==> config.mk <==
export PLATFORM = sky130hd
export DESIGN_NAME = pingpong_dir_ctrl_flat
export DESIGN_NICKNAME = d
export VERILOG_FILES = /design/src/rtl/pingpong_dir_ctrl_pkg.sv /design/src/rtl/pingpong_dir_ctrl_if.sv /design/src/rtl/pingpong_dir_ctrl_sat_counter.sv /design/src/rtl/pingpong_dir_ctrl.sv /design/src/flat_wrapper.sv
export SDC_FILE = /design/constraint.sdc
export NUM_CORES = 1
export LEC_CHECK = 0
export ABC_AREA = 1
export BUFFER_PORTS_ARGS = -buffer_cell sky130_fd_sc_hd__buf_2
export CORE_MARGIN = 10
export CORE_UTILIZATION = 45
export DETAILED_ROUTE_END_ITERATION = 10
export PLACE_DENSITY_LB_ADDON = 0.3
export SLEW_MARGIN = 0
export SYNTH_ARGS = -nofsm -noshare
export SYNTH_HDL_FRONTEND = slang
export SYNTH_SLANG_ARGS = --single-unit
==> constraint.sdc <==
create_clock -name clk -period 5.15 [get_ports clk]
set_input_delay 0.7725 -clock clk [delete_from_list [all_inputs] [get_ports clk]]
set_output_delay 0.7725 -clock clk [all_outputs]
set_load 0.01 [all_outputs]
==> src/rtl/pingpong_dir_ctrl_pkg.sv <==
// Shared encoding and default widths for the ping-pong direction controller.
package pingpong_dir_ctrl_pkg;

   localparam int DEF_WIDTH  = 4;
   localparam int DEF_TWIDTH = 8;

   typedef enum logic [1:0] {
      IDLE = 2'd0,
      UP   = 2'd1,
      DOWN = 2'd2
   } state_t;

endpackage

==> src/rtl/pingpong_dir_ctrl_if.sv <==
// Bus between the sweep controller and whoever owns the counter and limits.
interface pingpong_dir_ctrl_if
   import pingpong_dir_ctrl_pkg::*;
#(
   parameter int WIDTH  = DEF_WIDTH,
   parameter int TWIDTH = DEF_TWIDTH
);
   logic [WIDTH-1:0]  q;
   logic [WIDTH-1:0]  lo_lim;
   logic [WIDTH-1:0]  hi_lim;
   logic              start;
   logic              stop;
   logic              dir;
   logic              busy;
   logic              turn;
   logic [TWIDTH-1:0] turns;
   logic              err;

   modport master (
      output q, lo_lim, hi_lim, start, stop,
      input  dir, busy, turn, turns, err
   );

   modport slave (
      input  q, lo_lim, hi_lim, start, stop,
      output dir, busy, turn, turns, err
   );
endinterface

==> src/rtl/pingpong_dir_ctrl_sat_counter.sv <==
// Saturating event counter; clear wins over increment.
module sat_counter
   import pingpong_dir_ctrl_pkg::*;
#(
   parameter int TWIDTH = DEF_TWIDTH
) (
   input  logic              clk,
   input  logic              rst,
   input  logic              inc,
   input  logic              clr,
   output logic [TWIDTH-1:0] count
);

   always_ff @(posedge clk or negedge rst) begin
      if (!rst) begin
         count <= '0;
      end else if (clr) begin
         count <= '0;
      end else if (inc && (count != {TWIDTH{1'b1}})) begin
         count <= count + TWIDTH'(1);
      end
   end

endmodule

==> src/rtl/pingpong_dir_ctrl.sv <==
// Sweeps an external up/down counter between latched limits, reversing one
// step early so the counter lands exactly on each limit.
module pingpong_dir_ctrl
   import pingpong_dir_ctrl_pkg::*;
#(
   parameter int WIDTH  = DEF_WIDTH,
   parameter int TWIDTH = DEF_TWIDTH
) (
   input  logic                clk,
   input  logic                rst,
   pingpong_dir_ctrl_if.slave  bus
);

   state_t            state;
   logic [WIDTH-1:0]  lo_q;
   logic [WIDTH-1:0]  hi_q;
   logic              dir_q;
   logic              busy_q;
   logic              turn_q;
   logic              err_q;
   logic [TWIDTH-1:0] turns_cnt;

   logic start_req;
   logic accept;
   logic at_hi;
   logic at_lo;
   logic rev;

   // Start is only honoured from IDLE and is overridden by a concurrent stop.
   assign start_req = bus.start && !bus.stop;
   assign accept    = (state == IDLE) && start_req && (bus.lo_lim < bus.hi_lim);

   // Limits are ordered at latch time, so hi-1 and lo+1 cannot wrap.
   assign at_hi = bus.q >= (hi_q - WIDTH'(1));
   assign at_lo = bus.q <= (lo_q + WIDTH'(1));
   assign rev   = !bus.stop && (((state == UP) && at_hi) || ((state == DOWN) && at_lo));

   always_ff @(posedge clk or negedge rst) begin
      if (!rst) begin
         state  <= IDLE;
         lo_q   <= '0;
         hi_q   <= '0;
         dir_q  <= 1'b0;
         busy_q <= 1'b0;
         turn_q <= 1'b0;
         err_q  <= 1'b0;
      end else begin
         turn_q <= 1'b0;
         case (state)
            IDLE: begin
               dir_q  <= 1'b0;
               busy_q <= 1'b0;
               if (accept) begin
                  lo_q   <= bus.lo_lim;
                  hi_q   <= bus.hi_lim;
                  err_q  <= 1'b0;
                  dir_q  <= 1'b1;
                  busy_q <= 1'b1;
                  state  <= UP;
               end else if (start_req) begin
                  err_q <= 1'b1;
               end
            end
            UP: begin
               if (bus.stop) begin
                  state  <= IDLE;
                  dir_q  <= 1'b0;
                  busy_q <= 1'b0;
               end else if (at_hi) begin
                  state  <= DOWN;
                  dir_q  <= 1'b0;
                  turn_q <= 1'b1;
               end
            end
            DOWN: begin
               if (bus.stop) begin
                  state  <= IDLE;
                  dir_q  <= 1'b0;
                  busy_q <= 1'b0;
               end else if (at_lo) begin
                  state  <= UP;
                  dir_q  <= 1'b1;
                  turn_q <= 1'b1;
               end
            end
            default: begin
               state  <= IDLE;
               dir_q  <= 1'b0;
               busy_q <= 1'b0;
            end
         endcase
      end
   end

   // Counts on the same edge that raises turn, so turns and turn stay aligned.
   sat_counter #(.TWIDTH(TWIDTH)) u_turns (
      .clk   (clk),
      .rst   (rst),
      .inc   (rev),
      .clr   (accept),
      .count (turns_cnt)
   );

   assign bus.dir   = dir_q;
   assign bus.busy  = busy_q;
   assign bus.turn  = turn_q;
   assign bus.turns = turns_cnt;
   assign bus.err   = err_q;

endmodule

==> src/flat_wrapper.sv <==
// flat-port wrapper written by rule: the top's interface ports become plain ports
module pingpong_dir_ctrl_flat import pingpong_dir_ctrl_pkg::*;
#(
   parameter int WIDTH  = DEF_WIDTH,
   parameter int TWIDTH = DEF_TWIDTH
)
  (clk, rst, bus_q, bus_lo_lim, bus_hi_lim, bus_start, bus_stop, bus_dir, bus_busy, bus_turn, bus_turns, bus_err);
  pingpong_dir_ctrl_if #(.WIDTH(WIDTH), .TWIDTH(TWIDTH)) bus_i ();
  input  logic clk;
  input  logic rst;
  input wire logic [$bits(bus_i.q)-1:0] bus_q;
  input wire logic [$bits(bus_i.lo_lim)-1:0] bus_lo_lim;
  input wire logic [$bits(bus_i.hi_lim)-1:0] bus_hi_lim;
  input wire logic [$bits(bus_i.start)-1:0] bus_start;
  input wire logic [$bits(bus_i.stop)-1:0] bus_stop;
  output wire logic [$bits(bus_i.dir)-1:0] bus_dir;
  output wire logic [$bits(bus_i.busy)-1:0] bus_busy;
  output wire logic [$bits(bus_i.turn)-1:0] bus_turn;
  output wire logic [$bits(bus_i.turns)-1:0] bus_turns;
  output wire logic [$bits(bus_i.err)-1:0] bus_err;
  assign bus_i.q = bus_q;
  assign bus_i.lo_lim = bus_lo_lim;
  assign bus_i.hi_lim = bus_hi_lim;
  assign bus_i.start = bus_start;
  assign bus_i.stop = bus_stop;
  assign bus_dir = bus_i.dir;
  assign bus_busy = bus_i.busy;
  assign bus_turn = bus_i.turn;
  assign bus_turns = bus_i.turns;
  assign bus_err = bus_i.err;
  pingpong_dir_ctrl #(.WIDTH(WIDTH), .TWIDTH(TWIDTH)) u_core (.clk(clk), .rst(rst), .bus(bus_i));
endmodule
==> results of run 1 <==
[critical path: cells and delay by family]
family                     cells  cell delay, ns
buffers and inverters          2            0.11
AOI/OAI and AO/OA              1            0.16
and+or+nand+nor                5            1.28
adders and majority gates      1            0.30
[final timing paths]
kind	startpoint	cells past startpoint	slack, ns	endpoint
max	bus_hi_lim[3]	9	2.72	u_core.state[1]
min	rst	1	0.40	u_core.hi_q[1]
max reg2reg	u_core.state[0]	9	2.87	u_core.state[1]
min reg2reg	u_core.bus.dir	2	0.50	u_core.bus.dir
max in group asynchronous	rst	1	4.41	u_core.state[0]
min in group clk	u_core.bus.dir	2	0.50	u_core.bus.dir
[state kept, by name, indices dropped and copies added (netlist names)]
name,cells
u_core.bus.busy,1
u_core.hi_q,4
u_core.state,2
u_core.bus.turn,1
u_core.u_turns.count,8
u_core.lo_q,4
u_core.bus.dir,1
u_core.bus.err,1
[metal layers]
| layer | wire (um) | up-vias | part of all wire, % | track usage (%) |
|---|---|---|---|---|
| li1 | - | 707 | - | - |
| met1 | 1553 | 587 | 49 | 13.85 |
| met2 | 1406 | 18 | 45 | 17.11 |
| met3 | 158 | 2 | 5.0 | 3.075 |
| met4 | 27 | 0 | 0.86 | 3.226 |
| met5 | 0 | - | 0 | 0 |
[logic make-up (layout without fill, tap and decap cells)]
family                   Yosys count  in the layout  synth area share (%)
buffers and inverters             41             68                 10.44
adder cells (fa/ha/maj)           18             18                 14.56
XOR/XNOR                           7              7                 3.964
AO/OA/AOI/OAI                     13             13                 4.531
flip-flops                        22             22                 35.60
AND/OR/NAND/NOR                  103            103                 30.91
[area by class of cell]
type | count | area, sq um | share of cell area, %
multi-input combinational | 141 | 834.6 | 47.17
inverter | 37 | 138.9 | 7.850
tap | 46 | 57.56 | 3.253
clock inverter | 1 | 30.03 | 1.697
timing repair buffer | 27 | 135.1 | 7.638
clock buffer | 3 | 22.52 | 1.273
sequential | 22 | 550.5 | 31.12
[metrics by stage]
step	power, mW	worst slack [ns]	instances	hold slack [ns]
6_report	0.7843	2.720	277	0.4044
4_1_cts	0.7973	2.745	277	0.4209
3_3_place_gp	0.6516	2.446	273	0.4643
2_1_floorplan	0.5606	3.290	204	0.4683
3_5_place_dp	0.6602	2.406	273	0.4735
5_1_grt	0.8800	2.495	277	0.4346
[synth_stat cells, drive strengths merged]
| library cell | instances |
|---|---|
| xor2 | 4 |
| nor3 | 2 |
| o21bai | 1 |
| o21ai | 7 |
| nand3 | 21 |
| nand2 | 61 |
| buf | 4 |
| nand4 | 10 |
| xnor2 | 3 |
| dfrtp | 22 |
| ha | 18 |
| a21oi | 4 |
| a21boi | 1 |
| nor2 | 9 |
| inv | 37 |
[where the power goes]
| group | total [mW] | switching, mW | internal (mW) |
|---|---|---|---|
| Sequential | 0.275 | 0.0472 | 0.228 |
| Combinational | 0.376 | 0.221 | 0.155 |
| Clock | 0.134 | 0.0550 | 0.0786 |
| Total | 0.784 | 0.323 | 0.461 |
==> metrics.cfg, run 1 <==
[run_status]
status = finished, final reports clean

[setup_path]
crit_slowest_cell = nand3_1
cpMostUsedCell = nand2_1
cp.required_ns = 5.36
end_kind = flip-flop
crit_type = input port to flip-flop
path_max_fanout = 30
startpoint_type = input port
path_cells = buf_2 > inv_1 > ha_1 > a21oi_1 > nand3_1 > nand2_1 > nand2_1 > nand2_1 > nand2_1
slowest_delay_ns = 0.72
crit_arrival_ns = 2.64

[drt]
drc = 0
avgViaCountPerCell = 4.744
drtPass1Iterations = 4
wire_per_inst_um = 11.35
drtIter0Drc = 70
ant_nets = 0
vias = 1314
routed_wl_um = 3145

[cells_and_area]
drive_gt1_share_pct = 16.88
design_area_sq_um = 1769
n_antenna_cell = 0
area_delta_synth_final_pct = 14.40
mostFrequentLayoutCells = nand2_1 (59), inv_1 (34), buf_2 (27)
nFillCells = 345
final_nets = 266
finalCoreUtilization_pct = 53.02
layout_commonest_cell = nand2_1

[grt]
grt_remaining_overflow = 0
gr-usage-all-layers_pct = 10.79
grt_pass1_vias = 1270
grt_start_max_net_pins = 31
grt_pass1_wl_um = 5602
grt_antenna_before_repair = 0

[clocking]
cts_tree = done
clk_latency_ns = 0.30
ctsHoldBuffers = 0
cts_resized = 0
clockBufferDepth = 2
post_cts_buffers = 0
cts-root-buf = clkbuf_4
cts.clk_slew.worst_paths_ns = 0.13
htree_num_levels = 1
cts_made_buffers = 3
cts.sinks = 22

[place]
port_buffers = 27
gp_congestion = 0.8397
postPlaceCellArea_sq_um = 1717
hpwlAfterDp_um = 2484

[floorplanning]
start_util_pct = 46.34
placementRows = 21
core_sq_um = 3337
fp.dieW_um = 78.62
chipHeight_um = 78.62
die-area_sq_um = 6181
io_pins = 28

[job]
max_cap_violations = 0

[synth]
synth_top_area_share_pct = 35.60
syn_inst = 204
ys_ff_latch = 22
yosysUniqueCellTypes = 23
ys_seq_area_share_pct = 35.60
synth_fp_nets = 238
synth.area.top_cells = dfrtp_1 (36%), ha_1 (15%), nand2_1 (14%), inv_1 (8.3%), nand3_1 (6.5%)
avgSynthCellArea_sq_um = 7.581
synth_top_cell_by_area = dfrtp_1
yosysWarnings = 0
syn_area_sq_um = 1546

[pwr]
leakage_nw = 1.065
peakVddDrop_mv = 0.2008
p_per_area_nw_per_um2 = 443.3

[worst_hold_path]
hold_class = input port to asynchronous set/reset pin

[sta]
hold_violations = 0
worstMarginPinSlew_ns = 1.006
fmax_ghz = 0.4115
post-route-period-util_pct = 47.19
drv_slew = 0
rsz0062_at_grt = no
fin_tns_setup_ns = 0
fin_skew_ns = 0.001437
setup_viol = 0
relSlewSlack_pct = 32.76
layout_min_cycle_time_ns = 2.430

(Power assumes the default switching activity.)
==> inputs of run 2 (changes only) <==
--- a/config.mk
+++ b/config.mk
@@ -5,7 +5,7 @@
 export SDC_FILE = /design/constraint.sdc
 export NUM_CORES = 1
 export LEC_CHECK = 0
-export ABC_AREA = 1
+export ABC_AREA = 0
 export BUFFER_PORTS_ARGS = -buffer_cell sky130_fd_sc_hd__buf_2
 export CORE_MARGIN = 10
 export CORE_UTILIZATION = 45
==> constraint.sdc (replaced) <==
create_clock -name clk -period 2.1 [get_ports clk]
set_input_delay 0.315 -clock clk [delete_from_list [all_inputs] [get_ports clk]]
set_output_delay 0.315 -clock clk [all_outputs]
set_load 0.01 [all_outputs]
==> metrics.cfg, run 2 <==
[setup_path]
crit_slowest_cell = dfrtp_1
crit_type = flip-flop to flip-flop
slowest_delay_ns = 0.43
r2r_cells = 11
critPathTopFamily = simple AND/OR/NAND/NOR gates
end_kind = flip-flop
cp.required_ns = 2.36
path_max_fanout = 5
startpoint_type = flip-flop
crit_arrival_ns = 2.56
path_cells = buf_4 > nor3_1 > xnor2_1 > ha_1 > buf_4 > a21oi_2 > a211oi_2 > nor3_4 > buf_6 > or4_1 > a21boi_1
cp.buffers_inverters = 3
path_depth = 11
cpMostUsedCell = buf_4

[clocking]
cts-root-buf = clkbuf_4
cts_made_buffers = 3
cts.clk_slew.worst_paths_ns = 0.13
cts.sinks = 22
cts_tree = done
clk_latency_ns = 0.32
htree_num_levels = 1
clockBufferDepth = 2

[cells_and_area]
n_antenna_cell = 0
area_delta_synth_final_pct = 30.88
top_register = u_core.u_turns.count
final_nets = 228
reg_top3 = u_core.u_turns.count (8), u_core.hi_q (4), u_core.lo_q (4)
layout_commonest_cell = buf_2
drive_gt1_share_pct = 35.75
mostFrequentLayoutCells = buf_2 (27), dfrtp_1 (22), ha_1 (17)
largest_register_ffs = 8
nFillCells = 259
final_cells = 237

[sta]
fin_skew_ns = 0.004389
setup_viol = 10
fmax_ghz = 0.4354
relSlewSlack_pct = 66.92
setup_ws_ns = -0.1966
rsz0062_at_grt = yes
post-route-period-util_pct = 109.4
layout_min_cycle_time_ns = 2.297
timing.hold.ws_ns = 0.2171
hold_violations = 0
worstMarginPinSlew_ns = 0.4962
drv_slew = 0

[grt]
grt_pass1_vias = 1309
grt_pass1_wl_um = 5858
grt_start_max_net_pins = 25
grt_remaining_overflow = 0
gr-usage-all-layers_pct = 11.93
grt_antenna_before_repair = 0

[floorplanning]
die-area_sq_um = 5882
fp.dieW_um = 76.70
placementRows = 20
start_util_pct = 47.38
io_pins = 28
core_sq_um = 3053
chipHeight_um = 76.70

[drt]
drc = 0
wire_per_inst_um = 14.13
drtPass1Iterations = 4
vias = 1247
avgViaCountPerCell = 5.262
routed_wl_um = 3349
drtIter0Drc = 35
ant_nets = 0

[worst_hold_path]
whs_path_depth = 2
hold_class = input port to flip-flop

[synth]
synth_edf_count = 0
synthAdderAreaFrac_pct = 15.57
yosysUniqueCellTypes = 40
synth_compound_area_share_pct = 15.66
ys_ff_latch = 22
ys_async_sr_fraction_pct = 100.0
yosysWarnings = 0
synth_top_family_by_area = simple AND/OR/NAND/NOR gates
synth_fp_nets = 180
synth_simple_gate_area_share_pct = 18.25
avgSynthCellArea_sq_um = 9.907
syn_inst = 146
synthTopCellsByCount = dfrtp_1 (22), ha_1 (18), inv_1 (13), nand2_1 (8), o21ai_0 (8)
synth.area.top_cells = dfrtp_1 (38%), ha_1 (16%), inv_1 (3.4%), o21ai_0 (2.8%), xnor2_1 (2.4%)
synth_top_cell_by_area = dfrtp_1
ys_seq_area_share_pct = 38.06
synth_ff_type = dfrtp_1
synth_most_common_cell = dfrtp_1
synth-xor-area-share_pct = 3.028
synth_top_area_share_pct = 38.06
syn_area_sq_um = 1446
synth.area.mux_share_pct = 4.671

[pwr]
power_mw = 2.399
p_per_area_nw_per_um2 = 1267
leakage_nw = 0.9216
peakVddDrop_mv = 0.7460

[run_status]
violations = setup timing
status = finished, violations left

[place]
gp_congestion = 0.8432
dp_cells = 224
hpwlAfterDp_um = 2604
port_buffers = 27

[job]
max_cap_violations = 0

==> run 2: cell count changes in the layout (fill, tap and decap cells not counted), moves of 4 or more <==
cell / previous run / this run
buf_4: 0 / 15
nand3_1: 20 / 4
nand2_1: 59 / 8
nand4_1: 9 / 5
inv_1: 34 / 11
==> run 2: path summary, 6_finish.rpt <==
| kind | startpoint | endpoint | slack [ns] |
|---|---|---|---|
| hold / removal | bus_lo_lim[2] | u_core.lo_q[2] | 0.22 |
| max in group asynchronous | rst | u_core.hi_q[2] | 1.28 |
| setup / recovery | u_core.hi_q[1] | u_core.u_turns.count[3] | -0.20 |
| hold reg to reg | u_core.bus.dir | u_core.bus.dir | 0.49 |
| min in group asynchronous | rst | u_core.u_turns.count[3] | 0.48 |
| setup reg to reg | u_core.hi_q[1] | u_core.u_turns.count[3] | -0.20 |
==> run 2: routing by layer <==
metal	routed length (um)	share of wire, %	global-route usage [%]
met1	1376	41	12.28
met2	1724	51	21.50
met3	195	5.8	4.079
met4	53	1.6	4.833
met5	0	0	0
==> run 2: through the flow <==
stage                     util [%]  instance area (sq um)  setup TNS (ns)  setup slack (ns)
after floorplan                  -                   1459        -0.02272          -0.01776
after global placement       55.82                   1704          -1.290           -0.2147
after detailed placement     55.82                   1704          -2.658           -0.3999
after CTS                    60.98                   1862          -1.453           -0.1941
after global routing         62.01                   1893          -2.524           -0.3211
final                        62.01                   1893          -1.130           -0.1966
==> run 2: layout make-up <==
cell class                 count  area [sq um]  area share [%]
clock buffer                   3         22.52           1.190
clock inverter                 1         30.03           1.586
inverter                      13         48.80           2.578
multi-input combinational    108         894.6           47.26
sequential                    22         550.5           29.08
tap                           44         55.05           2.908
timing repair buffer          46         291.5           15.40
==> run 2: power by group <==
group	switching, mW	leakage [nW]	internal (mW)
combinational	0.671	0.609	0.713
clock	0.142	0.0279	0.193
sequential	0.124	0.285	0.557
==> run 2: logic make-up after synthesis <==
group           count (synthesis)
compound gates                 33
xor+xnor                        5
fa+ha+maj                      18
buf+inv                        16
flops                          22
mux                             6
simple gates                   46
==> run 2: timing repair <==
action | 4_1_cts | 5_1_grt
buffers inserted | 7 | 2
resized for setup | 12 | 5
hold buffers | 1 | 0
setup endpoints to repair | 12 | 12
hold endpoints to repair | 22 | 0
pin swaps | 11 | 8
